<file path="src/rtl/frame_pkg.sv">
// Types and helpers shared by the frame-buffer writer and reader.
package frame_pkg;

    typedef enum logic [1:0] {
        StIdle,
        StRun,
        StDrain
    } reader_state_e;

    typedef struct packed {
        logic sof;
        logic eol;
        logic eof;
    } pix_flags_t;

    localparam int unsigned PIX_W = 8;

    typedef struct packed {
        logic [PIX_W-1:0] data;
        pix_flags_t       flags;
    } pixel_t;

    function automatic int addr_w(input int pixels);
        return (pixels > 1) ? $clog2(pixels) : 1;
    endfunction

endpackage

</file>
<file path="src/rtl/sync_fifo.sv">
// Small synchronous FIFO; the head entry is read straight from storage flops.
// The count output lets the producer apply credit-based flow control.
module sync_fifo #(
    parameter int unsigned WIDTH = 8,
    parameter int unsigned DEPTH = 4,
    parameter int unsigned CW    = $clog2(DEPTH + 1)
) (
    input  logic             clk,
    input  logic             rst,
    input  logic             wr_en,
    input  logic [WIDTH-1:0] wr_data,
    input  logic             rd_en,
    output logic [WIDTH-1:0] rd_data,
    output logic             rd_valid,
    output logic [CW-1:0]    count
);

    localparam int unsigned PW = (DEPTH > 1) ? $clog2(DEPTH) : 1;

    logic [WIDTH-1:0] mem_q [DEPTH];
    logic [PW-1:0]    wr_ptr_q, rd_ptr_q;
    logic [CW-1:0]    count_q;
    logic             push, pop;

    function automatic logic [PW-1:0] ptr_inc(input logic [PW-1:0] p);
        return (p == PW'(DEPTH - 1)) ? '0 : p + 1'b1;
    endfunction

    assign pop      = rd_en && (count_q != '0);
    // A write into a full FIFO is only taken when the head leaves in the same cycle.
    assign push     = wr_en && ((count_q != CW'(DEPTH)) || pop);
    assign rd_valid = (count_q != '0);
    assign rd_data  = mem_q[rd_ptr_q];
    assign count    = count_q;

    always_ff @(posedge clk or posedge rst) begin
        if (rst) begin
            for (int i = 0; i < DEPTH; i++) begin
                mem_q[i] <= '0;
            end
            wr_ptr_q <= '0;
            rd_ptr_q <= '0;
            count_q  <= '0;
        end else begin
            if (push) begin
                mem_q[wr_ptr_q] <= wr_data;
                wr_ptr_q        <= ptr_inc(wr_ptr_q);
            end
            if (pop) begin
                rd_ptr_q <= ptr_inc(rd_ptr_q);
            end
            if (push && !pop) begin
                count_q <= count_q + 1'b1;
            end else if (pop && !push) begin
                count_q <= count_q - 1'b1;
            end
        end
    end

endmodule

</file>
<file path="src/rtl/bram_frame_reader.sv">
// Streams a stored frame out of a fixed-latency BRAM read port as a valid/ready pixel stream.
// Define FRAME_READER_LOOP_EN to restream frames continuously after a single start.
module bram_frame_reader
    import frame_pkg::*;
#(
    parameter int unsigned IMG_WIDTH    = 640,
    parameter int unsigned IMG_HEIGHT   = 480,
    parameter int unsigned W            = 8,
    parameter int unsigned READ_LATENCY = 1,
    parameter int unsigned FIFO_DEPTH   = 4,
    parameter int unsigned ADDR_W       = addr_w(IMG_WIDTH * IMG_HEIGHT)
) (
    input  logic              clk,
    input  logic              rst,
    input  logic              start,
    output logic              busy,
    output logic              frame_done,
    output logic              bram_re,
    output logic [ADDR_W-1:0] bram_addr,
    input  logic [W-1:0]      bram_rdata,
    output logic              y_valid,
    input  logic              y_ready,
    output logic [W-1:0]      y_data,
    output logic              y_sof,
    output logic              y_eol,
    output logic              y_eof
);

    localparam int unsigned NPIX  = IMG_WIDTH * IMG_HEIGHT;
    localparam int unsigned COL_W = addr_w(IMG_WIDTH);
    localparam int unsigned CW    = $clog2(FIFO_DEPTH + 1);
    localparam int unsigned FLW   = $bits(pix_flags_t);
    localparam int unsigned FW    = W + FLW;

    reader_state_e           state_q, state_d;
    logic [ADDR_W-1:0]       addr_q, addr_d;
    logic [COL_W-1:0]        col_q, col_d;
    logic [CW-1:0]           in_flight_q, in_flight_d;
    logic [CW-1:0]           fifo_count;
    logic                    eof_seen_q, eof_seen_d;
    logic [READ_LATENCY-1:0] rv_q;
    pix_flags_t              flags_q [READ_LATENCY];
    pix_flags_t              issue_flags, out_flags;
    logic [FW-1:0]           fifo_rdata;
    logic                    credit, issue, push, beat, last_addr, done, restart;

    // Reads still in the BRAM pipeline already own a FIFO slot.
    assign credit    = ({1'b0, in_flight_q} + {1'b0, fifo_count}) < (CW + 1)'(FIFO_DEPTH);
    assign issue     = (state_q == StRun) && credit;
    assign push      = rv_q[READ_LATENCY-1];
    assign beat      = y_valid && y_ready;
    assign last_addr = (addr_q == ADDR_W'(NPIX - 1));
    assign done      = (state_q == StDrain) && (in_flight_q == '0) && (fifo_count == '0)
                       && eof_seen_q;
    assign restart   = ((state_q == StIdle) && start) || done;

    assign issue_flags.sof = (addr_q == '0);
    assign issue_flags.eol = (col_q == COL_W'(IMG_WIDTH - 1));
    assign issue_flags.eof = last_addr;

    always_ff @(posedge clk or posedge rst) begin
        if (rst) begin
            state_q <= StIdle;
        end else begin
            state_q <= state_d;
        end
    end

    always_comb begin
        state_d = state_q;
        unique case (state_q)
            StIdle:  if (start) state_d = StRun;
            StRun:   if (issue && last_addr) state_d = StDrain;
`ifdef FRAME_READER_LOOP_EN
            StDrain: if (done) state_d = StRun;
`else
            StDrain: if (done) state_d = StIdle;
`endif
            default: state_d = StIdle;
        endcase
    end

    always_comb begin
        busy       = (state_q != StIdle);
        frame_done = done;
        bram_re    = issue;
        bram_addr  = addr_q;
    end

    always_comb begin
        addr_d      = addr_q;
        col_d       = col_q;
        eof_seen_d  = eof_seen_q;
        in_flight_d = in_flight_q;
        if (restart) begin
            addr_d = '0;
            col_d  = '0;
        end else if (issue) begin
            addr_d = addr_q + 1'b1;
            col_d  = (col_q == COL_W'(IMG_WIDTH - 1)) ? '0 : col_q + 1'b1;
        end
        if (beat && y_eof) eof_seen_d = 1'b1;
        if (restart) eof_seen_d = 1'b0;
        if (issue && !push) begin
            in_flight_d = in_flight_q + 1'b1;
        end else if (push && !issue) begin
            in_flight_d = in_flight_q - 1'b1;
        end
    end

    always_ff @(posedge clk or posedge rst) begin
        if (rst) begin
            addr_q      <= '0;
            col_q       <= '0;
            eof_seen_q  <= 1'b0;
            in_flight_q <= '0;
        end else begin
            addr_q      <= addr_d;
            col_q       <= col_d;
            eof_seen_q  <= eof_seen_d;
            in_flight_q <= in_flight_d;
        end
    end

    // Valid bit and flags ride alongside the BRAM read so they meet their data.
    always_ff @(posedge clk or posedge rst) begin
        if (rst) begin
            rv_q <= '0;
            for (int i = 0; i < READ_LATENCY; i++) begin
                flags_q[i] <= '0;
            end
        end else begin
            rv_q[0]    <= issue;
            flags_q[0] <= issue_flags;
            for (int i = 1; i < READ_LATENCY; i++) begin
                rv_q[i]    <= rv_q[i-1];
                flags_q[i] <= flags_q[i-1];
            end
        end
    end

    sync_fifo #(
        .WIDTH(FW),
        .DEPTH(FIFO_DEPTH),
        .CW   (CW)
    ) u_fifo (
        .clk     (clk),
        .rst     (rst),
        .wr_en   (push),
        .wr_data ({bram_rdata, flags_q[READ_LATENCY-1]}),
        .rd_en   (y_ready),
        .rd_data (fifo_rdata),
        .rd_valid(y_valid),
        .count   (fifo_count)
    );

    assign out_flags = pix_flags_t'(fifo_rdata[FLW-1:0]);
    assign y_data    = fifo_rdata[FW-1-:W];
    assign y_sof     = y_valid && out_flags.sof;
    assign y_eol     = y_valid && out_flags.eol;
    assign y_eof     = y_valid && out_flags.eof;

endmodule

</file>
<file path="config.mk">
export PLATFORM = sky130hd
export DESIGN_NAME = bram_frame_reader
export DESIGN_NICKNAME = d
export VERILOG_FILES = /design/src/rtl/frame_pkg.sv /design/src/rtl/sync_fifo.sv /design/src/rtl/bram_frame_reader.sv
export SDC_FILE = /design/constraint.sdc
export NUM_CORES = 1
export LEC_CHECK = 0
export ABC_AREA = 0
export BUFFER_PORTS_ARGS = -buffer_cell sky130_fd_sc_hd__clkbuf_2
export CAP_MARGIN = 20
export CORE_MARGIN = 8
export CORE_UTILIZATION = 53
export CTS_CLUSTER_DIAMETER = 50
export DETAILED_ROUTE_END_ITERATION = 16
export PLACE_DENSITY = 0.79
export REMOVE_ABC_BUFFERS = 1
export SLEW_MARGIN = 20
export SYNTH_ARGS = -nofsm -noshare
export SYNTH_HDL_FRONTEND = slang
export SYNTH_SLANG_ARGS = --single-unit
</file>
<file path="constraint.sdc">
create_clock -name clk -period 2.5 [get_ports clk]
set_input_delay 0.375 -clock clk [delete_from_list [all_inputs] [get_ports clk]]
set_output_delay 0.375 -clock clk [all_outputs]
set_load 0.01 [all_outputs]
</file>
==> key figures, run 1 <==
Status
  • Status: finished clean

Placed design
  • Worst slack, placed: 0.209 ns
  • Final HPWL DP: 6350 um
  • Placer congestion estimate: 0.808
  • Placed Cells: 504
  • Buffers on Ports: 45

Synthesis
  • FF+latch count, synth: 90
  • Synth Area in Adders: 4.33%
  • Synth Area in XOR/XNOR: 2.39%
  • Ys flop type: dfrtp_1
  • Post-Syn Area: 4390 um^2
  • Post-synthesis compound-gate area fraction: 7.01%
  • Post-synth EDFFs: 0
  • Yosys warnings: 0
  • Fraction of registers with async set/reset: 100%
  • Post-synthesis cell type count: 46
  • Combinational family with the most area after synthesis: multiplexers
  • Mux cell area share after synthesis: 17.7%
  • Syn_area_per_cell: 12.2 um^2
  • Area share of and/or/nand/nor cells after synthesis: 14.0%
  • Post-Syn Instances: 359
  • Sequential area share after synthesis: 51.3%

STA
  • Final setup margin: 0.213 ns
  • Fmax: 437 MHz
  • Actual slew at the worst max-slew pin: 0.631 ns
  • Unrepaired setup endpoints after global routing: no
  • Final setup violation count: 0
  • Hold Vio Cnt, Final: 0
  • Rel. slew slack: 57.9%
  • Slew Limit Fails: 0
  • Post-route minimum period: 2.29 ns
  • Setup total negative slack: 0 ns
  • Fin crit share: 91.5%
  • Worst Clk Skew: 0.0104 ns

Run
  • Max-cap check violation count: 0

CTS
  • CTS clk-pin slew, worst paths: 0.10 ns
  • CTS tree: built
  • CTS Buffer Depth: 2
  • Num CTS Buffers: 9
  • Clk_lat worst skew: 0.36 ns
  • # clock sinks: 90
  • CTS hold repair buffers: 0
  • Post CTS Setup Buffer Count: 0
  • Root buffer cell: clkbuf_8
  • Post_cts resized: 0
  • H-tree Lvls: 3

Power and ir drop
  • Overall Power: 5.52 mW
  • P_leak: 2.24 nW
  • Worst VDD drop: 0.000550 V
  • Pwr Density: 1120 nW/um^2

Cells and area
  • ANT cells: 0
  • Share of layout cells above drive strength 1: 32.8%
  • Area Growth Syn to Fin: 12.5%
  • Nets: 436
  • Filler Cell Count: 663
  • Final Util: 60.7%
  • Non-Filler Instances: 520

Global routing
  • Global-route wire length before repair: 15,700 um
  • Gr ovfl total: 0
  • Vias in the first global route: 3,222
  • Largest net degree at the start of global routing: 37
  • Initial antenna violation count: 0
  • Tot GR Track Use: 16.9%

Floorplanning
  • DIE AREA: 11,500 um^2
  • Io pins: 46
  • Chip height: 107 um
  • Initial Utilization: 54.0%
  • Num rows: 33
  • Core area: 8130 um^2
  • Die W: 107 um

Drt
  • Initial drt markers: 88
  • Antenna Violating Nets Remaining: 0
  • Average wire per standard cell: 17.1 um
  • Final WL: 8910 um
  • # DRC: 0
  • Via count: 3,023
  • Via-per-instance ratio: 5.81
  • Drt first pass iters: 4

Setup path
  • RR Endpoint: in_flight_q[2]
  • R2R Setup Slk: 0.21 ns
  • CP Class: register to register
  • Critical path endpoint category: register
  • Worst EP required: 2.78 ns
  • Worst Setup Start Kind: register
  • Worst R2R Start: in_flight_q[2]
  • FF-to-FF path depth: 10
  • Crit-path max FO: 7
  • CP Data Arrival Time: 2.57 ns

Min path
  • Worst min path class: primary input to asynchronous set/reset pin
-- worst max-delay path by stage --
stage | from | to | slack (ns) | cells past startpoint
2_1_floorplan | rst | bram_addr[0] | -0.21 | 1
3_3_place_gp | in_flight_q[2] | in_flight_q[2] | 0.34 | 10
3_5_place_dp | u_fifo.count[0] | u_fifo.count[2] | 0.21 | 9
4_1_cts | u_fifo.count[0] | u_fifo.count[2] | 0.18 | 9
5_1_grt | in_flight_q[2] | in_flight_q[2] | 0.06 | 10
6_report | in_flight_q[2] | in_flight_q[2] | 0.21 | 10
-- critical path, stage by stage, from the launching register on --
cell and delay (ns):
dfrtp_1 0.43, ha_1 0.35, nor2_4 0.17, nand3_2 0.12
inv_4 0.08, ha_1 0.17, inv_1 0.06, fa_1 0.37
xor2_1 0.17, nor2_1 0.11, xor2_1 0.17
-- routing by layer --
layer / share of wire (%) / global-route usage, % / vias up
li1: - / - / 1419
met1: 44 / 21.0 / 1531
met2: 51 / 28.5 / 65
met3: 4.5 / 4.32 / 8
met4: 0.89 / 5.03 / 0
met5: 0 / 0 / -
-- area by class of cell --
cell class	instances	area [um^2]	share of cell area (%)
repair buffers	54	305	6.18
multi-input cells	240	2010	40.6
flip-flops and latches	90	2250	45.6
well taps	105	131	2.66
clock inverters	7	61.3	1.24
inverters	15	60.1	1.22
clock buffers	9	124	2.51
-- per-stage QoR --
| stage | hold slack, ns | cell area (um^2) |
|---|---|---|
| finish | 0.0482 | 4940 |
| global route | 0.0837 | 4940 |
| CTS | 0.0572 | 4930 |
| detailed placement | 0.461 | 4750 |
| global placement | 0.454 | 4750 |
| floorplan | 0.454 | 4310 |
-- cells in the mapped netlist, types with 5 or more instances --
library cell,number,area (um^2)
xnor2_1,5,43.8
o31ai_1,7,52.6
nand2_1,24,90.1
or3_1,11,68.8
o21ai_0,12,60.1
nand4_1,9,56.3
nand3_1,12,60.1
nor2_1,12,45.0
or4_1,9,67.6
dfrtp_1,90,2250
inv_1,14,52.6
mux4_2,11,248
a21oi_1,20,100
mux2_2,43,484
xor2_1,7,61.3
ha_1,12,150
and4_1,6,52.6
buf_4,5,37.5
-- sequential cells by signal (all words and copies together) (netlist names) --
name             cells
bram_addr           19
col_q               10
eof_seen_q           1
flags_q              3
in_flight_q          3
push                 1
state_q              2
u_fifo.count         3
u_fifo.mem_q        44
u_fifo.rd_ptr_q      2
u_fifo.wr_ptr_q      2
-- power breakdown --
part	leakage (nW)	switching, mW	internal [mW]
logic	1.01	1.08	1.15
clock network	0.0819	0.561	0.378
registers	1.14	0.417	1.93
total	2.24	2.05	3.46
-- cells in the final DEF (no fill, tap or decap), types with 2 or more instances in the layout --
cell        netlist  layout
inv_8             0       2
o31ai_1           7       7
clkbuf_8          0       9
a311oi_1          2       2
buf_4             5       8
dfrtp_1          90      90
o21ai_0          12      12
a21oi_1          20      19
mux2_2           43      43
nor3b_1           2       2
nand2_1          24      24
mux2_1            4       4
xor2_1            7       7
nand3_1          12      12
a41oi_1           2       2
ha_1             12      12
and2_1            3       3
fa_1              2       2
or4_1             9       9
inv_1            14      13
nor4_1            3       3
nand4_1           9       9
clkbuf_2          0      45
clkinvlp_4        0       4
a21oi_2           2       3
xnor2_1           5       5
mux4_2           11      11
nor4b_1           2       2
nor2_1           12      12
and4_1            6       6
or3_1            11      11
and3_1            4       4
-- kinds of logic after synthesis --
family | count (synthesis)
DFF | 90
adders and majority gates | 14
muxes | 58
xor gates and xnor gates | 12
buffers and inverters | 29
and+or+nand+nor | 106
AOI/OAI and AO/OA | 50
(Power assumes the default switching activity.)
==> inputs of run 2 (changes only) <==
--- a/config.mk
+++ b/config.mk
@@ -12,7 +12,8 @@
 export CORE_UTILIZATION = 53
 export CTS_CLUSTER_DIAMETER = 50
 export DETAILED_ROUTE_END_ITERATION = 16
-export PLACE_DENSITY = 0.79
+export HOLD_SLACK_MARGIN = 0.02
+export PLACE_DENSITY = 0.76
 export REMOVE_ABC_BUFFERS = 1
 export SLEW_MARGIN = 20
 export SYNTH_ARGS = -nofsm -noshare
==> run 2 against run 1 <==
- core utilization fell by 0.12 points
- count of clock-buffer cells in the layout unchanged
- fmax is essentially flat
- clock power increased by 3.6%
- clock skew rose by 0.0035 ns
- largest power group unchanged
- via count shrank 0.20%
- design area fell by 0.20%
- sequential cell count stayed put
- sequential share of layout area is 0.093 points higher
==> key figures, run 2 (synthesis gave the netlist of run 1 again) <==
STA
  • Final setup margin: 0.213 ns (-0.000290 ns)
  • Unrepaired setup endpoints after global routing: no
  • Rel. slew slack: 58.1% (+0.20 points)
  • Setup total negative slack: 0 ns (unchanged)
  • Hold Vio Cnt, Final: 0 (unchanged)
  • Worst Clk Skew: 0.0139 ns (+0.00349 ns)
  • Fin crit share: 91.5% (about the same)
  • Slew Limit Fails: 0 (unchanged)
  • Fmax: 437 MHz (about the same)
  • Actual slew at the worst max-slew pin: 0.628 ns (-0.00298 ns)
  • WHS: 0.0356 ns (-0.0126 ns)
  • Final setup violation count: 0 (unchanged)
  • Post-route minimum period: 2.29 ns (+0.000290 ns)

Setup path
  • Levels on crit path: 3 (-7)
  • Crit-path max cell delay: 0.60 ns (+0.17 ns)
  • Critical path endpoint category: output pin
  • Crit-path leading delay family: flip-flops
  • Crit path cell chain: buf_4 > mux4_2 > clkbuf_2
  • Worst Setup Start Kind: register
  • Setup crit end: y_data[1]
  • CP Buf/Inv Count: 2 (unchanged)
  • R2R Setup Slk: 0.23 ns (+0.02 ns)
  • Critical path origin: u_fifo.rd_ptr_q[0]
  • Crit-path max FO: 8 (+1)
  • Worst EP required: 2.12 ns (-0.66 ns)
  • FF-to-FF path depth: 10 (unchanged)
  • Worst path slowest cell: dfrtp_1
  • CP Data Arrival Time: 1.91 ns (-0.66 ns)
  • RR Endpoint: in_flight_q[2]
  • Worst R2R Start: in_flight_q[2]
  • CP Class: register to output pin

CTS
  • CTS hold repair buffers: 0 (unchanged)
  • Post_cts resized: 0 (unchanged)
  • Root buffer cell: clkbuf_8
  • # clock sinks: 90 (unchanged)
  • CTS clk-pin slew, worst paths: 0.10 ns (about the same)
  • Post CTS Setup Buffer Count: 0 (unchanged)
  • CTS Buffer Depth: 2 (unchanged)
  • Clk_lat worst skew: 0.37 ns (about the same)
  • H-tree Lvls: 3 (unchanged)
  • CTS tree: built
  • Num CTS Buffers: 9 (unchanged)

Cells and area
  • Area taken by multi-input logic gates: 2000 um^2 (-0.25%)
  • Final Util: 60.6% (-0.12 points)
  • Area Growth Syn to Fin: 12.3%
  • Share of layout cells above drive strength 1: 32.2% (-0.57 points)
  • Reg area: 2250 um^2 (unchanged)
  • Max reg flops: 44 (unchanged)
  • Commonest non-fill, non-tap cell in the layout: dfrtp_1
  • Most frequent cells in the layout: dfrtp_1, clkbuf_2, mux2_2
  • Nets: 434 (-0.46%)
  • Filler Cell Count: 666 (+0.45%)
  • Biggest register: u_fifo.mem_q
  • ANT cells: 0 (unchanged)
  • Final instance area: 4930 um^2 (-0.20%)

Floorplanning
  • Core area: 8130 um^2 (unchanged)
  • Chip height: 107 um (unchanged)
  • Initial Utilization: 54.0% (unchanged)
  • Io pins: 46 (unchanged)
  • DIE AREA: 11,500 um^2 (unchanged)
  • Num rows: 33 (unchanged)
  • Die W: 107 um (unchanged)

Status
  • Status: finished clean

Power and ir drop
  • P_leak: 2.25 nW (+0.31%)
  • Worst VDD drop: 0.000417 V (-24%)
  • Pwr Density: 1120 nW/um^2 (+0.54%)

Global routing
  • Initial antenna violation count: 0 (unchanged)
  • Vias in the first global route: 3,103 (-3.7%)
  • Tot GR Track Use: 17.0% (about the same)
  • Global-route wire length before repair: 15,300 um (-2.2%)
  • Largest net degree at the start of global routing: 55 (+49%)
  • Gr ovfl total: 0 (unchanged)

Drt
  • Via-per-instance ratio: 5.82 (+0.19%)
  • Final WL: 9060 um (+1.7%)
  • Average wire per standard cell: 17.5 um (+2.1%)
  • Antenna Violating Nets Remaining: 0 (unchanged)
  • Via count: 3,017 (-0.20%)
  • # DRC: 0 (unchanged)
  • Drt first pass iters: 4 (unchanged)
  • Initial drt markers: 107 (+22%)

Placed design
  • Placement Cell Area: 4730 um^2 (-0.32%)
  • Placer congestion estimate: 0.790 (-2.1%)
  • Final HPWL DP: 6270 um (-1.1%)
  • Buffers on Ports: 45 (unchanged)
  • Worst slack, placed: 0.259 ns (+0.0500 ns)

Run
  • Max-cap check violation count: 0 (unchanged)

Min path
  • Worst min path class: primary input to asynchronous set/reset pin
[run 2: power by group]
group	internal, mW	total [mW]	switching [mW]
Sequential	1.93	2.36	0.427
Combinational	1.15	2.21	1.06
Clock	0.391	0.973	0.582
Total	3.47	5.53	2.07
[run 2: worst register-to-register path: stages, from the launching register on]
cell     delay [ns]
dfrtp_1        0.43
ha_1           0.34
nor2_4         0.19
nand3_2        0.13
inv_4          0.07
ha_1           0.17
inv_1          0.06
fa_1           0.37
xor2_1         0.17
nor2_1         0.11
xor2_1         0.17
[run 2: final cells by class]
class / instances / area share, %
clock buffer: 9 / 2.51
clock inverter: 7 / 1.45
inverter: 15 / 1.22
multi-input combinational: 240 / 40.6
sequential: 90 / 45.7
tap: 105 / 2.66
timing repair buffer: 52 / 5.89
[run 2: how the worst min path moves through the flow]
stage,start,endpoint,slack [ns]
after global placement,rst,u_fifo.mem_q[5],0.45
after floorplan,col_q[9],col_q[9],0.45
after detailed placement,rst,u_fifo.mem_q[5],0.46
final,rst,u_fifo.mem_q[5],0.04
after global routing,rst,u_fifo.mem_q[27],0.06
after CTS,rst,u_fifo.mem_q[5],0.04
[run 2: metal layers]
layer | wire, um | vias up | global-route usage (%)
li1 | - | 1422 | -
met1 | 3920 | 1505 | 20.2
met2 | 4570 | 78 | 29.0
met3 | 427 | 12 | 4.08
met4 | 144 | 0 | 6.63
met5 | 0 | - | 0
[run 2: per-stage QoR]
stage               total power, mW  instances
floorplan                      3.86        345
global placement               4.46        502
detailed placement             4.60        502
CTS                            5.60        518
global route                   5.94        518
finish                         5.53        518
